==> config.mk <==
export PLATFORM = sky130hd
export DESIGN_NAME = serial_word_receiver_flat
export DESIGN_NICKNAME = d
export VERILOG_FILES = /design/src/rtl/serial_word_receiver_if.sv /design/src/rtl/serial_word_receiver.sv /design/src/flat_wrapper.sv
export SDC_FILE = /design/constraint.sdc
export NUM_CORES = 1
export LEC_CHECK = 0
export CAP_MARGIN = 10
export CORE_AREA = 2 2 48 50
export DETAILED_ROUTE_END_ITERATION = 16
export DIE_AREA = 0 0 50 52
export PLACE_DENSITY = 0.79
export SLEW_MARGIN = 20
export SYNTH_ARGS = -nofsm -noshare
export SYNTH_HDL_FRONTEND = slang
export SYNTH_SLANG_ARGS = --single-unit
==> constraint.sdc <==
create_clock -name clk -period 3.2 [get_ports clk]
set_input_delay 0.64 -clock clk [delete_from_list [all_inputs] [get_ports clk]]
set_output_delay 0.64 -clock clk [all_outputs]
set_load 0.01 [all_outputs]
==> src/rtl/serial_word_receiver_if.sv <==
// serial_word_receiver_if: bundles the serial input side and the word
// output handshake of serial_word_receiver.
//   slave  : the receiver (samples sin/sin_valid/dir/clear/pout_ready,
//            drives pout/pout_valid/busy/bit_cnt/overrun)
//   master : whoever feeds the serial line and consumes words
interface serial_word_receiver_if #(
  parameter int WIDTH = 8,
  parameter int CNT_W = 4
);
  logic             sin;
  logic             sin_valid;
  logic             dir;
  logic             clear;
  logic [WIDTH-1:0] pout;
  logic             pout_valid;
  logic             pout_ready;
  logic             busy;
  logic [CNT_W-1:0] bit_cnt;
  logic             overrun;

  modport slave (
    input  sin, sin_valid, dir, clear, pout_ready,
    output pout, pout_valid, busy, bit_cnt, overrun
  );

  modport master (
    output sin, sin_valid, dir, clear, pout_ready,
    input  pout, pout_valid, busy, bit_cnt, overrun
  );
endinterface

==> src/rtl/serial_word_receiver.sv <==
// serial_word_receiver: reassembles WIDTH-bit words from a serial bit stream
// (MSB-first left-shift or LSB-first right-shift) and hands them to the
// datapath through a one-entry valid/ready buffer.
//   clk, rst : clock, synchronous active-high reset
//   bus      : serial_word_receiver_if.slave
//              sin/sin_valid/dir/clear in, pout/pout_valid/pout_ready
//              handshake, busy/bit_cnt/overrun status out
module serial_word_receiver #(
  parameter int WIDTH = 8,
  parameter int CNT_W = 4
) (
  input  logic                  clk,
  input  logic                  rst,
  serial_word_receiver_if.slave bus
);
  typedef enum logic {IDLE, SHIFT} state_t;

  state_t           state_q, state_d;
  logic [WIDTH-1:0] sr_q, sr_d, sr_shift;
  logic [WIDTH-1:0] pout_q, pout_d;
  logic [CNT_W-1:0] cnt_q, cnt_d;
  logic             ld_q, ld_d;
  logic             pv_q, pv_d;
  logic             ov_q, ov_d;
  logic             take, eff_dir, last, pop, load;

  // clear wins over sin_valid: the bit on a clear edge is dropped.
  assign take    = bus.sin_valid & ~bus.clear;
  // First bit of a word uses dir directly; later bits use the latched copy.
  assign eff_dir = (state_q == IDLE) ? bus.dir : ld_q;
  assign sr_shift = eff_dir ? {bus.sin, sr_q[WIDTH-1:1]}
                            : {sr_q[WIDTH-2:0], bus.sin};
  assign last    = take && (cnt_q == CNT_W'(WIDTH-1));
  assign pop     = pv_q & bus.pout_ready;
  // Buffer accepts a completed word when empty or being drained this edge.
  assign load    = last && (!pv_q || pop);

  always_ff @(posedge clk) begin
    if (rst) begin
      state_q <= IDLE;
      sr_q    <= '0;
      cnt_q   <= '0;
      ld_q    <= 1'b0;
      pout_q  <= '0;
      pv_q    <= 1'b0;
      ov_q    <= 1'b0;
    end else begin
      state_q <= state_d;
      sr_q    <= sr_d;
      cnt_q   <= cnt_d;
      ld_q    <= ld_d;
      pout_q  <= pout_d;
      pv_q    <= pv_d;
      ov_q    <= ov_d;
    end
  end

  always_comb begin
    state_d = state_q;
    sr_d    = sr_q;
    cnt_d   = cnt_q;
    ld_d    = ld_q;
    pout_d  = pout_q;
    pv_d    = pv_q;
    ov_d    = ov_q;

    // Assembly side
    if (bus.clear) begin
      state_d = IDLE;
      sr_d    = '0;
      cnt_d   = '0;
      ov_d    = 1'b0;
    end else if (take) begin
      sr_d = sr_shift;
      if (state_q == IDLE) ld_d = bus.dir;
      if (last) begin
        state_d = IDLE;
        cnt_d   = '0;
        if (!load) ov_d = 1'b1;
      end else begin
        state_d = SHIFT;
        cnt_d   = cnt_q + CNT_W'(1);
      end
    end

    // Output buffer side (unaffected by clear)
    if (load) begin
      pout_d = sr_shift;
      pv_d   = 1'b1;
    end else if (pop) begin
      pv_d   = 1'b0;
    end
  end

  assign bus.pout       = pout_q;
  assign bus.pout_valid = pv_q;
  assign bus.bit_cnt    = cnt_q;
  assign bus.busy       = (cnt_q != '0);
  assign bus.overrun    = ov_q;
endmodule

==> src/flat_wrapper.sv <==
// flat-port wrapper written by rule: the top's interface ports become plain ports
module serial_word_receiver_flat 
#(
  parameter int WIDTH = 8,
  parameter int CNT_W = 4
)
  (clk, rst, bus_sin, bus_sin_valid, bus_dir, bus_clear, bus_pout_ready, bus_pout, bus_pout_valid, bus_busy, bus_bit_cnt, bus_overrun);
  serial_word_receiver_if #(.WIDTH(WIDTH), .CNT_W(CNT_W)) bus_i ();
  input  logic clk;
  input  logic rst;
  input wire logic [$bits(bus_i.sin)-1:0] bus_sin;
  input wire logic [$bits(bus_i.sin_valid)-1:0] bus_sin_valid;
  input wire logic [$bits(bus_i.dir)-1:0] bus_dir;
  input wire logic [$bits(bus_i.clear)-1:0] bus_clear;
  input wire logic [$bits(bus_i.pout_ready)-1:0] bus_pout_ready;
  output wire logic [$bits(bus_i.pout)-1:0] bus_pout;
  output wire logic [$bits(bus_i.pout_valid)-1:0] bus_pout_valid;
  output wire logic [$bits(bus_i.busy)-1:0] bus_busy;
  output wire logic [$bits(bus_i.bit_cnt)-1:0] bus_bit_cnt;
  output wire logic [$bits(bus_i.overrun)-1:0] bus_overrun;
  assign bus_i.sin = bus_sin;
  assign bus_i.sin_valid = bus_sin_valid;
  assign bus_i.dir = bus_dir;
  assign bus_i.clear = bus_clear;
  assign bus_i.pout_ready = bus_pout_ready;
  assign bus_pout = bus_i.pout;
  assign bus_pout_valid = bus_i.pout_valid;
  assign bus_busy = bus_i.busy;
  assign bus_bit_cnt = bus_i.bit_cnt;
  assign bus_overrun = bus_i.overrun;
  serial_word_receiver #(.WIDTH(WIDTH), .CNT_W(CNT_W)) u_core (.clk(clk), .rst(rst), .bus(bus_i));
endmodule
* After elaboration in Yosys (flattened, before gate mapping) *
Cells that the tools add are included.

word-level totals
  register bits = 24
  input port bits = 7
  output and inout bits = 15
  word-level logic and storage cells = 28

operators by class
  $add $sub $neg = 1
  equality and inequality tests = 1
  mux-type cells = 6
  bitwise gates (word level) = 4
  reduce and logical (&&, ||, !) cells = 9

operator list
  operator                                              number
  two-way mux 8 bit                                     1
  adder 4 x 1 -> 4 bit (second input constant)          1
  equality test 4 x 3 -> 1 bit (second input constant)  1
  two-way mux 1 bit                                     4
  two-way mux 4 bit                                     1
  nonzero test 4 bit                                    1
  AND reduction 3 bit                                   1
  AND 1 bit                                             2
  logical AND 1 bit                                     2
  inverter 1 bit                                        2
  AND reduction 2 bit                                   1
  nonzero test 2 bit                                    1
  OR reduction 2 bit                                    1
  logical NOT 1 bit                                     1
  logical OR 1 bit                                      1

* Logic depth before layout (Yosys ltp) *
  depth after elaboration = 6
  gate-level depth with buffers = 5
  gate-level depth less buffers = 4

* Worst setup path before layout *
Ideal clock, no wire load.

  path type = input port to flip-flop
  start = input port bus_pout_ready
  end = register u_core.pout_q[7] (netlist: u_core.bus.pout[7])
  library setup time = 86 ps
  arrival = 1,453 ps
  required time = 3,114 ps
  slack = 1,662 ps
  stages on the path = 5
  path buffers = 2
  path through = nand2b_1 > clkbuf_1 > and3_1 > clkbuf_2 > a211oi_1

between the ends
  cells in the longest elaborated chain, start to end = 3

ends and longest elaborated chain
  element               RTL line                    source
  start, declared       flat_wrapper.sv:15          input wire logic [$bits(bus_i.pout_ready)-1:0] bus_pout_ready;
  AND 1 bit             serial_word_receiver.sv:34  assign pop = pv_q & bus.pout_ready;
  logical OR 1 bit      serial_word_receiver.sv:36  assign load = last && (!pv_q || pop);
  logical AND 1 bit     serial_word_receiver.sv:36
  end signal, assigned  serial_word_receiver.sv:52  pout_q <= pout_d;
  end, declared         serial_word_receiver.sv:20  logic [WIDTH-1:0] pout_q, pout_d;

Every way passes these cells.
A chain may end at the register's enable or synchronous reset.

* Final worst setup path *
  start = register u_core.cnt_q[0] (netlist: u_core.bus.bit_cnt[0])
  end = output port bus_busy

between the ends
  cells in the longest elaborated chain, start to end = 1

ends and longest elaborated chain
  element                 RTL line                    source
  start, declared         serial_word_receiver.sv:21  logic [CNT_W-1:0] cnt_q, cnt_d;
  start signal, assigned  serial_word_receiver.sv:50  cnt_q <= cnt_d;
  nonzero test 4 bit      serial_word_receiver.sv:98  assign bus.busy = (cnt_q != '0);
  end, declared           flat_wrapper.sv:18          output wire logic [$bits(bus_i.busy)-1:0] bus_busy;

Every way passes these cells.

==> results.tsv <==
metric	value	unit
CP startpoint kind	flip-flop	
Netlist Area Pre-Place	1015	um^2
CP top delay family	buffers and inverters	
Worst-Skew Late Latency	0.32	ns
HPWL after DPL	1524	um
Crit-path slowest cell	clkdlybuf4s50_1	
Layout Utilization	60.84	%
minimum clock period	2.242	ns
CTS Sinks	24	
Starting Density	48.19	%
I/O pin total	22	
diode count	0	
drt first pass iters	4	
RSZ-0062 raised after global routing	no	
DP Area	1245	um^2
Post-Syn Instances	106	
Synth Warn #	0	
Max VDD drop	0.0002879	V
final hold viol count	0	
Seq/Total Area, Yosys	47.35	%
die span in x	50	um
status	completed	
delay of the slowest cell on the worst path	0.52	ns
initial antenna violation count	0	
crit path kind	flip-flop to primary output	
syn nets	115	
CP max FO	5	
worst hold path class	flip-flop to flip-flop	
CP Data Required Time	2.56	ns
TritonCTS clock tree	built	
Post-DRT Antenna Nets	0	
vias	833	
worst clock skew	0.004642	ns
Avg WL per Cell	13.23	um
share of layout cells above drive strength 1	6.349	%
Worst Hold Slack	0.4877	ns
CTS Buffer Depth	2	
vias per cell	5.409	
Slew headroom	68.73	%
clk slew on worst S/H paths	0.12	ns
f_max	446.0	MHz
Cell Chain, Critical Path	inv_1, ha_1, nand2_1, clkdlybuf4s50_1	
vias in the first global route	798	
fin area	1281	um^2
Num CTS Buffers	3	
critical path depth	4	
Synth Area per Inst	9.573	um^2
fin crit share	70.06	%
worst path bufs/invs	2	
Max Slew Vio Count	0	
# Max-Cap Violations	0	
largest net degree at the start of global routing	24	
port bufs	21	
reg2reg path depth	4	
postcts setup bufs	0	
setup TNS	0	ns
grt ovf	0	
Placeable Area	2106	um^2
P&R area growth vs syn	26.26	%
Leakage	0.4610	nW
row count	17	
Post-CTS Resized	0	
Hold Path Stages	2	
Critical Path End Type	primary output	
Detailed Route WL	2038	um
Final Setup Violations	0	
Die Height	52	um
Global Route Usage Sum	17.82	%
pwr dens	399.1	nW/um^2
DR iter-0 viols	10	
worst slew pin tran	0.4673	ns
GP Congestion	0.7538	
# hold bufs at CTS	0	
die area	2600	um^2
number of synthesized register bits	24	
Distinct cells, synth	26	
H-Tree Depth	1	
first-pass GRT wire length	3436	um
Clock Tree Root	clkbuf_4	
crit path DAT	1.60	ns
Final Net Count	136	
Remaining DRCs	0	
## worst register-to-register path, stage by stage (launching register included)
cell and delay (ns):
dfxtp_1 0.43, ha_1 0.20, and2_1 0.38, and3_1 0.39, a211oi_1 0.12
## per-stage QoR
stage               total power (W)  worst slack [ns]  instances
floorplan                 0.0003420             1.662        106
global placement          0.0003593            0.8779        150
detailed placement        0.0003608            0.8384        150
CTS                       0.0005178            0.9467        154
global route              0.0005358            0.8860        154
finish                    0.0005113            0.9581        154
## cells in the mapped netlist, drive strengths merged
cell,number,area (um^2)
a211oi,9,67.56
a21oi,9,45.04
a31oi,9,56.30
and2,2,12.51
and3,1,6.260
buf,2,10.01
clkbuf,5,20.01
dfxtp,24,480.5
ha,2,25.02
inv,3,11.26
mux2i,11,122.6
nand2,1,3.750
nand2b,1,6.260
nand4,1,6.260
nor2,9,33.78
nor2b,1,6.260
nor3,2,10.01
nor3b,2,20.02
o21a,1,7.510
o21ai,8,40.04
or2,1,6.260
xnor2,1,8.760
xor2,1,8.760
## kinds of logic after synthesis
logic type                 after synthesis  synth area share [%]
adders and majority gates                2                 2.466
AOI/OAI and AO/OA                       36                 21.33
muxes                                   11                 12.08
buffers and inverters                   10                 4.068
DFF                                     24                 47.35
and+or+nand+nor                         21                 10.98
xor gates and xnor gates                 2                 1.727
## power breakdown
part	internal, W	total (W)	switching (W)	leakage, nW
sequential	0.000304	0.000309	0.00000470	0.195
combinational	0.0000221	0.0000451	0.0000230	0.246
clock	0.0000696	0.000157	0.0000876	0.0210
total	0.000396	0.000511	0.000115	0.461
## sequential cells by signal (all words and copies together) (netlist names)
register,count
u_core.sr_q,8
u_core.bus.bit_cnt,4
u_core.state_q,1
u_core.bus.pout_valid,1
u_core.bus.overrun,1
u_core.bus.pout,8
u_core.ld_q,1
## metal layers
metal  vias to the layer above  GRT usage, %  wire length, um
li1                        428             -                -
met3                         6         3.448               69
met2                        16         30.48             1014
met4                         0         9.722               40
met5                         -             0                0
met1                       383         20.94              915
## area by class of cell
| class | instances | area [um^2] |
|---|---|---|
| Timing Repair Buffer | 23 | 225.2 |
| Clock buffer | 4 | 36.28 |
| Sequential cell | 24 | 480.5 |
| Inverter | 3 | 11.26 |
| Tap cell | 28 | 35.03 |
| Multi-Input combinational cell | 72 | 493.0 |
| Fill cell | 181 | 824.5 |
## cells in the final DEF (no fill, tap or decap), types with 2 or more instances in the layout
master and instances:
dfxtp_1 24, clkdlybuf4s50_1 21, mux2i_1 10, nor2_1 9, a31oi_1 9, a211oi_1 9
a21oi_1 9, o21ai_0 8, inv_1 3, clkbuf_4 3, and2_1 2, nor3_1 2
ha_1 2, buf_4 2
## final timing paths
path | start | endpoint | slack, ns
worst min-delay path | u_core.bus.overrun | u_core.bus.overrun | 0.49
worst max register to register | u_core.bus.bit_cnt[1] | u_core.bus.pout[0] | 1.57
worst min register to register | u_core.bus.overrun | u_core.bus.overrun | 0.49
worst max-delay path | u_core.bus.bit_cnt[0] | bus_busy | 0.96
Power figures use the tool's default switching activity.
